### config.mk
export PLATFORM = sky130hd
export DESIGN_NAME = store_commit_ctrl
export DESIGN_NICKNAME = d
export VERILOG_FILES = /design/src/rtl/store_commit_ctrl.sv
export SDC_FILE = /design/constraint.sdc
export NUM_CORES = 1
export LEC_CHECK = 0
export BUFFER_PORTS_ARGS = -buffer_cell sky130_fd_sc_hd__buf_2
export CAP_MARGIN = 10
export CORE_ASPECT_RATIO = 1.2
export CORE_UTILIZATION = 57
export CTS_BUF_LIST = sky130_fd_sc_hd__clkbuf_8
export CTS_CLUSTER_DIAMETER = 120
export DETAILED_ROUTE_END_ITERATION = 8
export HOLD_SLACK_MARGIN = 0.06
export PLACE_DENSITY = 0.78
export REMOVE_ABC_BUFFERS = 1
export SYNTH_ARGS = -nofsm -noshare
export SYNTH_HDL_FRONTEND = slang
export SYNTH_SLANG_ARGS = --single-unit
### constraint.sdc
create_clock -name clk_i -period 1.9 [get_ports clk_i]
set_input_delay 0.19 -clock clk_i [delete_from_list [all_inputs] [get_ports clk_i]]
set_output_delay 0.19 -clock clk_i [all_outputs]
set_load 0.01 [all_outputs]
### src/rtl/store_commit_ctrl.sv
// Commit-side sequencer for the store unit: single-cycle stores, drained AMOs,
// fences that stall speculative stores, plus a sticky drain watchdog.
//
// state       | meaning
// IDLE        | accept head op; stores/NOPs ack same cycle
// AMO_DRAIN   | AMO held until no uncommitted stores remain
// AMO_WAIT    | AMO released to the store unit, waiting for amo_ack_i
// FENCE_DRAIN | new speculative stores stalled until store buffer empty
module store_commit_ctrl #(
  parameter int unsigned DRAIN_TIMEOUT = 1024
) (
  input  logic       clk_i,
  input  logic       rst_ni,
  input  logic       flush_i,
  input  logic       cmt_valid_i,
  input  logic [1:0] cmt_op_i,
  output logic       cmt_ack_o,
  output logic       commit_o,
  input  logic       commit_ready_i,
  output logic       amo_valid_commit_o,
  input  logic       amo_ack_i,
  input  logic       no_st_pending_i,
  input  logic       store_buffer_empty_i,
  output logic       stall_st_pending_o,
  output logic       busy_o,
  output logic       timeout_o
);

  localparam int unsigned CW = $clog2(DRAIN_TIMEOUT + 1);
  localparam logic [CW-1:0] TMO = CW'(DRAIN_TIMEOUT);

  localparam logic [1:0] OP_STORE = 2'b00;
  localparam logic [1:0] OP_AMO   = 2'b01;
  localparam logic [1:0] OP_FENCE = 2'b10;

  typedef enum logic [1:0] {
    IDLE        = 2'd0,
    AMO_DRAIN   = 2'd1,
    AMO_WAIT    = 2'd2,
    FENCE_DRAIN = 2'd3
  } state_e;

  state_e          state_q, state_d;
  logic [CW-1:0]   cnt_q, cnt_d;
  logic            timeout_q, timeout_d;

  always_ff @(posedge clk_i or negedge rst_ni) begin
    if (!rst_ni) begin
      state_q   <= IDLE;
      cnt_q     <= '0;
      timeout_q <= 1'b0;
    end else begin
      state_q   <= state_d;
      cnt_q     <= cnt_d;
      timeout_q <= timeout_d;
    end
  end

  always_comb begin
    state_d            = state_q;
    commit_o           = 1'b0;
    cmt_ack_o          = 1'b0;
    amo_valid_commit_o = 1'b0;
    stall_st_pending_o = 1'b0;
    unique case (state_q)
      IDLE: begin
        if (cmt_valid_i && !flush_i) begin
          unique case (cmt_op_i)
            OP_STORE: begin
              commit_o  = commit_ready_i;
              cmt_ack_o = commit_ready_i;
            end
            OP_AMO:   state_d = AMO_DRAIN;
            OP_FENCE: state_d = FENCE_DRAIN;
            default:  cmt_ack_o = 1'b1;
          endcase
        end
      end
      AMO_DRAIN: begin
        if (flush_i)              state_d = IDLE;
        else if (no_st_pending_i) state_d = AMO_WAIT;
      end
      // The AMO is architecturally committed here, so flush cannot abort it.
      AMO_WAIT: begin
        amo_valid_commit_o = 1'b1;
        if (amo_ack_i) begin
          cmt_ack_o = 1'b1;
          state_d   = IDLE;
        end
      end
      FENCE_DRAIN: begin
        stall_st_pending_o = 1'b1;
        if (flush_i) begin
          state_d = IDLE;
        end else if (store_buffer_empty_i) begin
          cmt_ack_o = 1'b1;
          state_d   = IDLE;
        end
      end
      default: state_d = IDLE;
    endcase
  end

  // Watchdog restarts on every state change so each drain phase is timed alone.
  always_comb begin
    cnt_d = '0;
    if (state_q != IDLE && state_d == state_q)
      cnt_d = (cnt_q == TMO) ? cnt_q : cnt_q + CW'(1);
    timeout_d = flush_i ? 1'b0 : (timeout_q | (cnt_d == TMO));
  end

  assign busy_o    = (state_q != IDLE);
  assign timeout_o = timeout_q;

endmodule

==> run summary <==
status = finished, final reports clean
HP Class = in -> reg
hold path depth = 2
share of cells above drive strength 1 = 24.3%
chip height = 47.8 um
R2R Path End = timeout_o
Post-Syn Area = 997 sq um
setup tns final = 0 ps
Initial Util = 60.7%
WHS Endpoint = state_q[0]
vias per inst = 5.77
DP Cell Count = 150
ys flop type = dfrtp_1
Core Footprint = 1640 sq um
share of power burned in registers = 40.8%
worst-case reg-to-reg path depth = 6
P_leak = 0.529 nW
GRT overflow = 0
leading area contributor after synthesis = dfrtp_1
Layout area overhead = 15.8%
Overall Power = 0.000868 W
measured slew at the worst slew-check pin = 352 ps
Max IR drop VDD = 547 uV
Die ar. = 1920 sq um
FILL cells = 143
clock power share = 27.3%
reg-to-reg startpoint = cnt_q[0]
Slew Limit Headroom = 76.6%
Max Cap Viol = 0
CP endpoint kind = flip-flop
max incr delay on CP = 500 ps
Pint = 0.000597 W
R2R Setup Slk = 100 ps
Routed WL = 1970 um
Setup CP Type = reg -> reg
Post-Route Skew = 1.15 ps
Cells after Synth = 118
Final nets = 152
GRT Overall Usage = 22.9%
worst-skew pair later-pin latency = 240 ps
Placer Congestion = 0.890
CTS max path bufs = 2
Yosys cell types = 36
Power per Cell Area = 751 nW/um^2
Post-synth EDFFs = 0
CP arrival = 1950 ps
DR WL/cell = 12.8 um
pin count of the biggest net entering global routing = 15
vias in the first global route = 723
P_sw = 0.000271 W
final worst slack = 102 ps
Slew Limit Fails = 0
die extent in x = 40.2 um
Crit path required time = 2050 ps
proportion of netlist area held by the largest area contributor = 35.1%
CP max FO = 6
Net Sw Frac = 31.2%
Max Fclk = 556 MHz
sequential fraction of the synthesis area = 35.1%
Post-synth ARST share = 100%
port bufs = 15
io pins = 16
part of the power in combinational logic = 31.8%
global-route wire length before repair = 2840 um
ANT cells = 0
cts bufs inserted = 3
number of synthesized register bits = 14
CP bufs+invs = 0
vias = 888
ranking of synthesized cells by area = dfrtp_1 35%, nor2_1 5.6%, xor2_1 5.3%
Hold Crit Start = flush_i
RSZ-0062 raised after global routing = false
row count = 16
Setup crit start kind = flip-flop
critical path cell sequence = ha_1 > nand3_1 > or4_4 > a21oi_2 > o21ai_1 > o31ai_1
CP max-delay cell = or4_4
Root Driver = clkbuf_8
initial DRC count = 11
final setup fails = 0
hpwl dp = 1530 um
H-tree depth = 1
Final Hold Viols = 0
Avg Synthesized Cell Area = 8.45 sq um
DR DRC count = 0
Worst-path clk slew = 50 ps
ANT nets after route = 0
clock sinks = 14
fin crit period = 1800 ps
Final period util = 94.6%
Cell Count, Final, Fillers Out = 154
CTS tree = built
Hold WS = 160 ps
antenna violations before repair = 0
Ys Warns = 0
iteration count of the initial detailed-routing pass = 4
CP top delay family = simple AND/OR/NAND/NOR gates
pre-CTS worst setup slack = 50.9 ps
[state kept, by name (all words and copies together), names as in the netlist]
name / count
cnt_q: 11
state_q: 2
timeout_o: 1
[per-layer routing]
layer  GRT usage [%]  vias up  share of wire, %
met3            2.79        7               3.6
met2            41.6       22                52
met1            24.8      416                41
li1                -      443                 -
met4            14.0        0               3.2
met5               0        -                 0
[area by class of cell]
type                    count  area [sq um]  area share, %
inverters                  10          37.5           3.25
repair buffers             20           115           9.97
clock buffers               3          41.3           3.58
well taps                  18          22.5           1.95
flip-flops and latches     14           352           30.4
multi-input cells          89           587           50.8
[through the flow]
stage          util (%)  cell area, sq um
2_1_floorplan         -               975
3_3_place_gp       67.1              1100
3_5_place_dp       67.1              1100
4_1_cts            70.3              1150
5_1_grt            70.4              1150
6_report           70.4              1150
[worst max path at each step]
stage               startpoint        end  slack [ps]  depth (start not counted)
floorplan             cnt_q[0]  timeout_o         190                          6
finish                cnt_q[0]  timeout_o         100                          6
global placement      cnt_q[0]  timeout_o         150                          6
CTS                   cnt_q[0]  timeout_o          50                          6
detailed placement    cnt_q[0]  timeout_o          50                          6
global route          cnt_q[0]  timeout_o          20                          8
[power groups by stage]
stage	Combinational (W)	Clock, W	Sequential (W)
2_1_floorplan	0.000162	0	0.000358
6_report	0.000276	0.000237	0.000354
3_5_place_dp	0.000277	0	0.000358
3_3_place_gp	0.000272	0	0.000355
5_1_grt	0.000311	0.000252	0.000360
4_1_cts	0.000280	0.000245	0.000353
[layout by cell type (no fill, tap or decap), types with 2 or more instances in the layout]
cell type  synthesis  layout
nor2_1            15      15
buf_2              3      15
dfrtp_1           14      13
inv_1             10      10
nand2_1           10      10
nand3_1            7       7
a21oi_1            7       7
xor2_1             6       6
xnor2_1            4       4
ha_1               4       4
buf_4              0       4
nor3b_1            3       3
and2_1             3       3
nor3_1             3       3
clkbuf_8           0       3
or2_2              2       2
nand4_1            2       2
nor4b_1            2       2
mux2_2             2       2
o31ai_1            2       2
[cell usage after synthesis, types with 2 or more instances]
cell type,instances
xor2_1,6
nand4_1,2
nor3_1,3
nor2_1,15
and2_1,3
o31ai_1,2
a21oi_1,7
nor3b_1,3
clkbuf_1,2
buf_2,3
mux2_2,2
dfrtp_1,14
nand3_1,7
nor4b_1,2
xnor2_1,4
ha_1,4
inv_1,10
or2_2,2
nand2_1,10
[kinds of logic (layout without fill, tap and decap cells)]
kind of cell,Yosys count,after routing,share of synthesized area (%)
compound gates,17,17,11.8
buf+inv,15,33,6.02
xor+xnor,10,10,8.78
fa+ha+maj,5,5,6.02
flops,14,14,35.1
mux,3,3,3.26
simple gates,54,54,29.0
[repair_timing]
item | 4_1_cts | 5_1_grt
setup endpoints to repair | 0 | 1
endpoints found under the hold margin | 14 | 0
hold buffers | 1 | 0
gates resized for setup | 0 | 1
buffers inserted | 0 | 0
Power figures use the tool's default switching activity.
